===== src/rtl/i2c_arbiter_pkg.sv =====
// Shared definitions for the I2C requester arbiter.
// Holds the command encodings, the controller state encoding and the
// default transaction timeout used by i2c_arbiter.
package i2c_arbiter_pkg;

    localparam logic CMD_WRITE = 1'b1;
    localparam logic CMD_READ  = 1'b0;

    localparam logic [23:0] TIMEOUT_CYC_DEF = 24'd1_000_000;

    typedef enum logic [1:0] {
        ST_IDLE  = 2'd0,
        ST_ISSUE = 2'd1,
        ST_DONE  = 2'd2
    } arb_state_e;

endpackage


===== src/rtl/i2c_rr_picker.sv =====
// Combinational round-robin selector.
// Ports:
//   req_i        - active request vector (one bit per requester)
//   last_grant_i - index of the previous owner; search starts just after it
//   winner_o     - index of the selected requester (0 when none active)
//   any_valid_o  - high when at least one request is active
module i2c_rr_picker #(
    parameter int NREQ = 3
) (
    input  logic [NREQ-1:0] req_i,
    input  logic [1:0]      last_grant_i,
    output logic [1:0]      winner_o,
    output logic            any_valid_o
);

    logic [3:0] sum_s;
    logic [3:0] cand_s;
    logic       hit_s;
    logic       found_s;

    // Walk requesters starting after the last owner; first active one wins.
    always_comb begin
        winner_o = 2'd0;
        found_s  = 1'b0;
        sum_s    = 4'd0;
        cand_s   = 4'd0;
        hit_s    = 1'b0;
        for (int k = 1; k <= NREQ; k++) begin
            sum_s    = {2'b00, last_grant_i} + 4'(k);
            cand_s   = (sum_s >= 4'(NREQ)) ? (sum_s - 4'(NREQ)) : sum_s;
            hit_s    = !found_s && req_i[cand_s[1:0]];
            winner_o = hit_s ? cand_s[1:0] : winner_o;
            found_s  = found_s | hit_s;
        end
    end

    assign any_valid_o = |req_i;

endmodule


===== src/rtl/i2c_arbiter.sv =====
// Arbitrates NREQ requesters onto a single I2C master.
// A winner is picked round-robin in IDLE, its fields are latched onto the
// m_* outputs, m_rqt is held in ISSUE until the master's m_done falls or the
// timeout expires, then the owner receives a one-cycle req_ack with
// rsp_data/rsp_err.
// Ports:
//   clk, rst_n          - clock, asynchronous active-low reset
//   req_*_i             - per-requester valid/cmd/device/register/write data
//   req_ack_o           - one-cycle completion pulse to the owner
//   rsp_data_o/err_o    - read data / timeout flag, valid with req_ack_o
//   m_rqt_o, m_*_o      - request and latched fields towards the master
//   m_done_i/data_rd_i  - master completion (falling edge) and read data
//   busy_o, grant_id_o  - arbiter busy and current owner index
module i2c_arbiter
    import i2c_arbiter_pkg::*;
#(
    parameter int          NREQ        = 3,
    parameter logic [23:0] TIMEOUT_CYC = TIMEOUT_CYC_DEF
) (
    input  logic                 clk,
    input  logic                 rst_n,
    input  logic [NREQ-1:0]      req_valid_i,
    input  logic [NREQ-1:0]      req_cmd_i,
    input  logic [7*NREQ-1:0]    req_addr_dev_i,
    input  logic [16*NREQ-1:0]   req_addr_reg_i,
    input  logic [16*NREQ-1:0]   req_data_wr_i,
    output logic [NREQ-1:0]      req_ack_o,
    output logic [7:0]           rsp_data_o,
    output logic                 rsp_err_o,
    output logic                 m_rqt_o,
    output logic                 m_cmd_o,
    output logic [6:0]           m_addr_dev_o,
    output logic [7:0]           m_addr_reg_h_o,
    output logic [7:0]           m_addr_reg_l_o,
    output logic [7:0]           m_data_wr_h_o,
    output logic [7:0]           m_data_wr_l_o,
    input  logic                 m_done_i,
    input  logic [7:0]           m_data_rd_i,
    output logic                 busy_o,
    output logic [1:0]           grant_id_o
);

    localparam logic [1:0]      LAST_GRANT_RST = 2'(NREQ - 1);
    localparam logic [NREQ-1:0] ONE_HOT0       = {{(NREQ-1){1'b0}}, 1'b1};

    arb_state_e      state_q;
    logic [1:0]      grant_q;
    logic [1:0]      last_grant_q;
    logic [23:0]     cnt_q;
    logic            m_done_q;
    logic [NREQ-1:0] req_ack_q;
    logic [7:0]      rsp_data_q;
    logic            rsp_err_q;
    logic            m_rqt_q;
    logic            m_cmd_q;
    logic [6:0]      m_addr_dev_q;
    logic [15:0]     m_addr_reg_q;
    logic [15:0]     m_data_wr_q;
    logic            busy_q;

    logic [NREQ-1:0] pick_req_s;
    logic [1:0]      winner_s;
    logic            any_valid_s;
    logic            fall_s;
    logic            timeout_s;

    // The requester being acked still shows req_valid this cycle; hide it so
    // a requester that drops right after its ack is not granted again.
    assign pick_req_s = req_valid_i & ~req_ack_q;
    assign fall_s     = m_done_q & ~m_done_i;
    assign timeout_s  = (cnt_q == (TIMEOUT_CYC - 24'd1));

    i2c_rr_picker #(.NREQ(NREQ)) u_picker (
        .req_i        (pick_req_s),
        .last_grant_i (last_grant_q),
        .winner_o     (winner_s),
        .any_valid_o  (any_valid_s)
    );

    // Arbitration FSM with all outputs registered.
    always_ff @(posedge clk or negedge rst_n) begin
        if (!rst_n) begin
            state_q      <= ST_IDLE;
            grant_q      <= 2'd0;
            last_grant_q <= LAST_GRANT_RST;
            cnt_q        <= 24'd0;
            m_done_q     <= 1'b0;
            req_ack_q    <= '0;
            rsp_data_q   <= 8'h00;
            rsp_err_q    <= 1'b0;
            m_rqt_q      <= 1'b0;
            m_cmd_q      <= 1'b0;
            m_addr_dev_q <= 7'h00;
            m_addr_reg_q <= 16'h0000;
            m_data_wr_q  <= 16'h0000;
            busy_q       <= 1'b0;
        end else begin
            m_done_q  <= m_done_i;
            req_ack_q <= '0;
            case (state_q)
                ST_IDLE: begin
                    if (any_valid_s) begin
                        grant_q      <= winner_s;
                        m_cmd_q      <= req_cmd_i[winner_s];
                        m_addr_dev_q <= req_addr_dev_i[7*int'(winner_s) +: 7];
                        m_addr_reg_q <= req_addr_reg_i[16*int'(winner_s) +: 16];
                        m_data_wr_q  <= req_data_wr_i[16*int'(winner_s) +: 16];
                        cnt_q        <= 24'd0;
                        m_rqt_q      <= 1'b1;
                        busy_q       <= 1'b1;
                        state_q      <= ST_ISSUE;
                    end else begin
                        state_q <= ST_IDLE;
                    end
                end
                ST_ISSUE: begin
                    // A real completion takes priority over a coincident timeout.
                    if (fall_s) begin
                        m_rqt_q    <= 1'b0;
                        rsp_data_q <= m_data_rd_i;
                        rsp_err_q  <= 1'b0;
                        state_q    <= ST_DONE;
                    end else if (timeout_s) begin
                        m_rqt_q    <= 1'b0;
                        rsp_data_q <= 8'h00;
                        rsp_err_q  <= 1'b1;
                        state_q    <= ST_DONE;
                    end else begin
                        cnt_q <= cnt_q + 24'd1;
                    end
                end
                ST_DONE: begin
                    req_ack_q    <= ONE_HOT0 << grant_q;
                    last_grant_q <= grant_q;
                    busy_q       <= 1'b0;
                    state_q      <= ST_IDLE;
                end
                default: begin
                    m_rqt_q <= 1'b0;
                    busy_q  <= 1'b0;
                    state_q <= ST_IDLE;
                end
            endcase
        end
    end

    assign req_ack_o      = req_ack_q;
    assign rsp_data_o     = rsp_data_q;
    assign rsp_err_o      = rsp_err_q;
    assign m_rqt_o        = m_rqt_q;
    assign m_cmd_o        = m_cmd_q;
    assign m_addr_dev_o   = m_addr_dev_q;
    assign m_addr_reg_h_o = m_addr_reg_q[15:8];
    assign m_addr_reg_l_o = m_addr_reg_q[7:0];
    assign m_data_wr_h_o  = m_data_wr_q[15:8];
    assign m_data_wr_l_o  = m_data_wr_q[7:0];
    assign busy_o         = busy_q;
    assign grant_id_o     = grant_q;

endmodule


===== config.mk =====
export PLATFORM = sky130hd
export DESIGN_NAME = i2c_arbiter
export DESIGN_NICKNAME = d
export VERILOG_FILES = /design/src/rtl/i2c_arbiter_pkg.sv /design/src/rtl/i2c_rr_picker.sv /design/src/rtl/i2c_arbiter.sv
export SDC_FILE = /design/constraint.sdc
export NUM_CORES = 1
export LEC_CHECK = 0
export CORE_UTILIZATION = 42
export CTS_BUF_LIST = sky130_fd_sc_hd__clkbuf_8
export DETAILED_ROUTE_END_ITERATION = 10
export PLACE_DENSITY = 0.8
export SLEW_MARGIN = 30
export SYNTH_ARGS = -nofsm -noshare
export SYNTH_HDL_FRONTEND = slang
export SYNTH_SLANG_ARGS = --single-unit

===== constraint.sdc =====
create_clock -name clk -period 2.6 [get_ports clk]
set_input_delay 0.39 -clock clk [delete_from_list [all_inputs] [get_ports clk]]
set_output_delay 0.39 -clock clk [all_outputs]
set_load 0.01 [all_outputs]

Word level (Yosys, flattened, before mapping). Cells that the tools add are included.

Input bits: 134. Output and inout bits: 56. Bits in registers: 85.

Bitwise logic cells: 7. Add/subtract/negate cells: 7. Equal/unequal tests: 7. Shift-type cells: 4. Order comparisons: 7. $mul: 1. Reduce and logical (&&, ||, !) cells: 13. Mux-type cells: 32.

Operators with widths (number): variable part select 48 x 7 -> 16 bit (2); 2-to-1 mux 24 bit (3); case mux 24 bit (2 select lines) (1); adder 24 x 1 -> 24 bit, second input constant (1); == test 24 x 20 -> 1 bit, second input constant (1); variable part select 21 x 6 -> 7 bit (1); 2-to-1 mux 2 bit (8); 2-to-1 mux 8 bit (2); < comparator 2 x 3 -> 1 bit, second input constant (4); 2-to-1 mux 1 bit (10); >= comparator 3 x 2 -> 1 bit, second input constant (3); binary-select mux 1 bit (select 2 bit) (4); adder 2 x 2 -> 3 bit, second input constant (2); != test 2 bit, second input constant (3); AND reduction 2 bit (3); subtractor 2 bit, second input constant (3); multiplier 3 x 2 -> 5 bit, first input constant (1); case mux 2 bit (2 select lines) (1); AND reduction 4 bit (1); nonzero test 2 bit (2); adder 2 x 1 -> 3 bit, second input constant (1); bitwise AND 3 bit (1); 2-to-1 mux 3 bit (1); != test 3 bit, second input constant (1); other kinds (14) (18).

Depth between registers and ports, before layout.
Depth after elaboration: 13. Gate-level depth with buffers: 11. Mapped depth without buffers: 8.

Cells and area by module. A second synthesis with hierarchy kept.

Cells, all modules: 493. Area total of the unflattened synthesis: 4561.9 um2.

Modules (own cells, without submodules): i2c_arbiter (area an instance 4433.0 um2, times used 1, cells each 475); i2c_rr_picker (area an instance 128.9 um2, times used 1, cells each 18).

Least setup slack after synthesis. No wires, ideal clock.

Kind: register to register. From: reg last_grant_q[1]. To: reg m_addr_dev_q[0], in the netlist m_addr_dev_o[0]. Setup slack: 146 ps. Stages on the path, launching flop included: 12. Period minus slack after synthesis: 2454 ps. Setup time: 82 ps. Path buffers: 3. Required time: 2518 ps. Data arrival time: 2372 ps. Cells stage by stage: dfstp_2 -> inv_1 -> ha_1 -> buf_6 -> nor4b_2 -> o21ai_1 -> a21o_1 -> a22o_1 -> and2_1 -> clkbuf_2 -> buf_6 -> a31oi_1.

Word-level cells in the longest chain between the ends: 13. Elaborated cells on any way between the ends: 28.

RTL lines: start, declared (RTL line i2c_arbiter.sv:48) `logic [1:0] last_grant_q;`; start signal, assigned (RTL line i2c_arbiter.sv:134) `last_grant_q <= grant_q;`; adder 2 x 1 -> 3 bit (RTL line i2c_rr_picker.sv:29) `sum_s = {2'b00, last_grant_i} + 4'(k);`; >= comparator 3 x 2 -> 1 bit / subtractor 2 bit (equally long branches) (RTL line i2c_rr_picker.sv:30) `cand_s = (sum_s >= 4'(NREQ)) ? (sum_s - 4'(NREQ)) : sum_s;`; 2-to-1 mux 2 bit (RTL line i2c_rr_picker.sv:30); binary-select mux 1 bit (select 2 bit) (RTL line i2c_rr_picker.sv:31) `hit_s = !found_s && req_i[cand_s[1:0]];`; 2-to-1 mux 1 bit (not written as such) (RTL line i2c_rr_picker.sv:31); logical NOT 1 bit (RTL line i2c_rr_picker.sv:31); logical AND 1 bit (RTL line i2c_rr_picker.sv:31); OR 1 bit (RTL line i2c_rr_picker.sv:33) `found_s = found_s | hit_s;`; logical NOT 1 bit (RTL line i2c_rr_picker.sv:31); logical AND 1 bit (RTL line i2c_rr_picker.sv:31); 2-to-1 mux 2 bit (*) (RTL line i2c_rr_picker.sv:32) `winner_o = hit_s ? cand_s[1:0] : winner_o;`; multiplier 3 x 2 -> 5 bit (*) (RTL line i2c_arbiter.sv:105) `m_addr_dev_q <= req_addr_dev_i[7*int'(winner_s) +: 7];`; variable part select 21 x 6 -> 7 bit (*) (RTL line i2c_arbiter.sv:105); end signal, assigned (RTL line i2c_arbiter.sv:105); end, declared (RTL line i2c_arbiter.sv:56) `logic [6:0] m_addr_dev_q;`.

Mark *: on every way between the ends. The rest lies on a longest branch, timed or not. The select of a mux whose other input is x is not followed. A chain may end at the register's enable or synchronous reset.

Worst setup path after layout.
From: reg last_grant_q[1]. To: reg m_addr_reg_q[0].

Word-level cells in the longest chain between the ends: 12. Elaborated cells on any way between the ends: 27.

RTL lines: adder 2 x 1 -> 3 bit (RTL line i2c_rr_picker.sv:29); >= comparator 3 x 2 -> 1 bit / subtractor 2 bit (equally long branches) (RTL line i2c_rr_picker.sv:30); 2-to-1 mux 2 bit (RTL line i2c_rr_picker.sv:30); binary-select mux 1 bit (select 2 bit) (RTL line i2c_rr_picker.sv:31); 2-to-1 mux 1 bit (not written as such) (RTL line i2c_rr_picker.sv:31); logical NOT 1 bit (RTL line i2c_rr_picker.sv:31); logical AND 1 bit (RTL line i2c_rr_picker.sv:31); OR 1 bit (RTL line i2c_rr_picker.sv:33); logical NOT 1 bit (RTL line i2c_rr_picker.sv:31); logical AND 1 bit (RTL line i2c_rr_picker.sv:31); 2-to-1 mux 2 bit (*) (RTL line i2c_rr_picker.sv:32); variable part select 48 x 7 -> 16 bit (*) (RTL line i2c_arbiter.sv:106) `m_addr_reg_q <= req_addr_reg_i[16*int'(winner_s) +: 16];`; end signal, assigned (RTL line i2c_arbiter.sv:106); end, declared (RTL line i2c_arbiter.sv:57) `logic [15:0] m_addr_reg_q;`.

Marked as above.

==> results.sh <==
export IMPL_ys_ff_latch=85
export IMPL_rr_endpoint="m_addr_reg_q[0]"
export IMPL_synth_top_area_share=0.414
export IMPL_timing_rr_start="last_grant_q[1]"
export IMPL_period_share=0.990
export IMPL_rsz0062_at_grt="true"
export IMPL_die_x_um=112
export IMPL_dp_slack_ns=-0.0719
export IMPL_power_density_mw_per_mm2=1220
export IMPL_clk_latency_ns=0.35
export IMPL_final_antenna_net_count=0
export IMPL_grt_use_total=0.253
export IMPL_avgSynthCellArea_um2=9.72
export IMPL_critPathCaptureType="flip-flop"
export IMPL_worst_pin_slew_ns=0.594
export IMPL_post_drt_wl_per_cell_um=19.0
export IMPL_finalClockSkew_ns=0.0168
export IMPL_antenna_found_initial=1
export IMPL_hold_worst_slack_ns=0.0290
export IMPL_cp_cell_sequence="inv_4 -> ha_4 -> nand2_2 -> or3b_4 -> o21a_1 -> a221oi_4 -> buf_4 -> buf_12 -> a32oi_1 -> a31oi_1"
export IMPL_outcome="complete, but fails checks"
export IMPL_syn_num_nets=661
export IMPL_synth_top_area_cell="dfrtp_1"
export IMPL_ios=190
export IMPL_crit_family="compound AO/OA/AOI/OAI gates"
export IMPL_crit_cells=10
export IMPL_drv_slew=0
export IMPL_yosysSeqAreaShare=0.419
export IMPL_grt_pass1_wl_mm=25.6
export IMPL_yosys_warnings=0
export IMPL_max_stage_delay_ns=0.57
export IMPL_rows=39
export IMPL_post_route_util=0.664
export IMPL_hold_violations=0
export IMPL_grt_max_degree=48
export IMPL_rr_worst_depth=10
export IMPL_syn2layout_area_growth_pct=51.9
export IMPL_postSynth_asyncResetShare=1.00
export IMPL_cap_viol_max_count=0
export IMPL_num_vias=5320
export IMPL_start_kind="flip-flop"
export IMPL_crit_arrival_ns=2.85
export IMPL_grt_pass1_vias=5271
export IMPL_layout_drive_gt1_share=0.124
export IMPL_netlist_top_cells_area="dfrtp_1 (41%), a32oi_1 (6.9%), a22oi_1 (5.9%)"
export IMPL_clockBufferDepth=2
export IMPL_leakage_nw=2.86
export IMPL_violations="design-rule violations"
export IMPL_swShare=0.435
export IMPL_cts_root_buf="clkbuf_8"
export IMPL_path_buf_inv=3
export IMPL_comb_power_share=0.670
export IMPL_hold_class="in2async"
export IMPL_max_vdd_ir_drop_mv=0.774
export IMPL_synth_edf_count=0
export IMPL_synth_distinct_cells=51
export IMPL_io_buffers=189
export IMPL_cts_tree="yes"
export IMPL_routabilityCongestion=0.891
export IMPL_wirelength_mm=16.4
export IMPL_vias_per_cell=6.18
export IMPL_ys_flop_type="dfrtp_1"
export IMPL_endpoint="m_addr_reg_q[0]"
export IMPL_initial_core_util=0.437
export IMPL_grt_overflow=0
export IMPL_cts_sinks=85
export IMPL_drtIter0Drc=352
export IMPL_p_clk_frac=0.104
export IMPL_crit_path_max_fanout=15
export IMPL_drtPass1Iterations=9
export IMPL_period_minus_slack_ns=2.57
export IMPL_syn_cell_area_mm2=0.00507
export IMPL_finalSetupViolCount=0
export IMPL_h_tree_depth=3
export IMPL_crit_slowest_cell="dfstp_2"
export IMPL_cts_buffers=9
export IMPL_p_sw_mw=4.11
export IMPL_core_mm2=0.0116
export IMPL_hpwl_mm=11.2
export IMPL_p_int_mw=5.34
export IMPL_fin_ws_ns=0.0257
export IMPL_relSlewSlack=0.604
export IMPL_final_net_count=851
export IMPL_drcViolationCount=7
export IMPL_fmax_ghz=0.388
export IMPL_r2r_slack_ns=0.03
export IMPL_holdBufCountCts=0
export IMPL_required_ns=2.87
export IMPL_die_area_mm2=0.0125
export IMPL_startpoint="last_grant_q[1]"
export IMPL_clk_pin_slew_worst_paths_ns=0.10
export IMPL_die_h_um=112
export IMPL_seqPwrFrac=0.226
export IMPL_syn_inst=522
export IMPL_path_class="reg2reg"
## state kept, by name (all words and copies together), names as in the netlist
| register | count |
|---|---|
| cnt_q | 24 |
| m_addr_reg_q | 16 |
| m_data_wr_q | 16 |
| rsp_data_o | 8 |
| m_addr_dev_o | 7 |
| req_ack_o | 3 |
| grant_id_o | 2 |
| last_grant_q | 2 |
| state_q | 2 |
| busy_o | 1 |
| m_cmd_o | 1 |
| m_done_q | 1 |
| m_rqt_o | 1 |
| rsp_err_o | 1 |
## Yosys cell counts, types with 2 or more instances
library cell / number
nand4_1: 11
a21o_1: 2
nand2b_1: 47
a31oi_1: 40
nand2_1: 16
buf_2: 16
mux2i_1: 2
buf_6: 10
mux2_2: 3
inv_1: 7
a22o_1: 10
ha_1: 5
xnor2_1: 22
o21ai_1: 2
nor2_1: 28
a211oi_1: 4
nor3b_1: 3
o22ai_1: 40
o21a_1: 3
dfrtp_1: 84
nor4_1: 3
a21oi_1: 16
and4_1: 4
nor3_1: 4
nor2b_1: 2
a21boi_0: 2
clkbuf_1: 21
o21ai_0: 5
a22oi_1: 40
nand3_1: 10
a32oi_1: 40
## power groups by stage
| stage | registers, mW | clock network [mW] | logic, mW |
|---|---|---|---|
| floorplan | 2.27 | 0 | 3.27 |
| global placement | 2.14 | 0 | 5.29 |
| detailed placement | 2.14 | 0 | 5.48 |
| CTS | 2.13 | 0.996 | 5.80 |
| global route | 2.18 | 1.05 | 6.73 |
| finish | 2.13 | 0.986 | 6.32 |
## final cells by class
class | instances | area (µm²)
Multi-Input combinational cell | 381 | 2820
Inverter | 7 | 28.8
Clock inverter | 6 | 71.3
Clock buffer | 10 | 138
Timing Repair Buffer | 228 | 2350
Fill cell | 874 | 3900
Sequential cell | 85 | 2130
Antenna cell | 1 | 2.50
Tap cell | 143 | 179
## stage by stage
step,setup TNS [ns],instance area [µm²],cells,total power [mW]
after global routing,-0.741,7710,861,9.96
final,0,7710,861,9.44
after floorplan,0,5070,522,5.55
after global placement,-4.39,7200,834,7.43
after CTS,0,7530,857,8.92
after detailed placement,-0.860,7230,835,7.62
## layer usage
layer / up-vias / part of all wire / GRT usage
met4: 0 / 0.024 / 0.0937
met3: 41 / 0.075 / 0.0484
met1: 2545 / 0.41 / 0.319
met5: - / 0 / 0
met2: 294 / 0.49 / 0.431
li1: 2440 / - / -
## worst reg2reg max path, stage by stage, from the launching register on
cell,delay (ns)
dfstp_2,0.57
inv_4,0.05
ha_4,0.28
nand2_2,0.05
or3b_4,0.37
o21a_1,0.22
a221oi_4,0.36
buf_4,0.18
buf_12,0.15
a32oi_1,0.07
a31oi_1,0.20
## cells by family after synthesis
logic type	Yosys count	synth area share
AO/OA/AOI/OAI	212	0.304
buffers and inverters	56	0.0611
AND/OR/NAND/NOR	137	0.155
adder cells (fa/ha/maj)	5	0.0123
multiplexers	5	0.0106
flip-flops	85	0.419
XOR/XNOR	22	0.0380
## how the worst min path moves through the flow
| stage | slack (ns) | end | start | cells past startpoint |
|---|---|---|---|---|
| floorplan | 0.09 | busy_o | rst_n | 0 |
| global placement | 0.44 | m_addr_reg_q[0] | rst_n | 1 |
| detailed placement | 0.44 | m_addr_reg_q[0] | rst_n | 1 |
| CTS | 0.05 | m_data_wr_q[13] | rst_n | 1 |
| global route | 0.07 | m_addr_reg_q[1] | rst_n | 1 |
| finish | 0.03 | m_data_wr_q[13] | rst_n | 1 |
## timing repair
item                                    in CTS  in global routing
endpoints found under the setup margin      41                 40
pin swaps                                   10                 24
setup buffers                                5                  2
cloned                                       1                  1
gates resized for setup                      6                 27
## placed cells by master, fill, tap and decap left out, drive strengths merged, types with 22 or more instances in the layout
cell,count
o22ai,40
xnor2,22
dfrtp,84
clkdlybuf4s50,188
a31oi,40
buf,39
nor2,28
nand2b,48
a32oi,40
a22oi,40
Note: power is estimated with default switching activity, not from simulation.
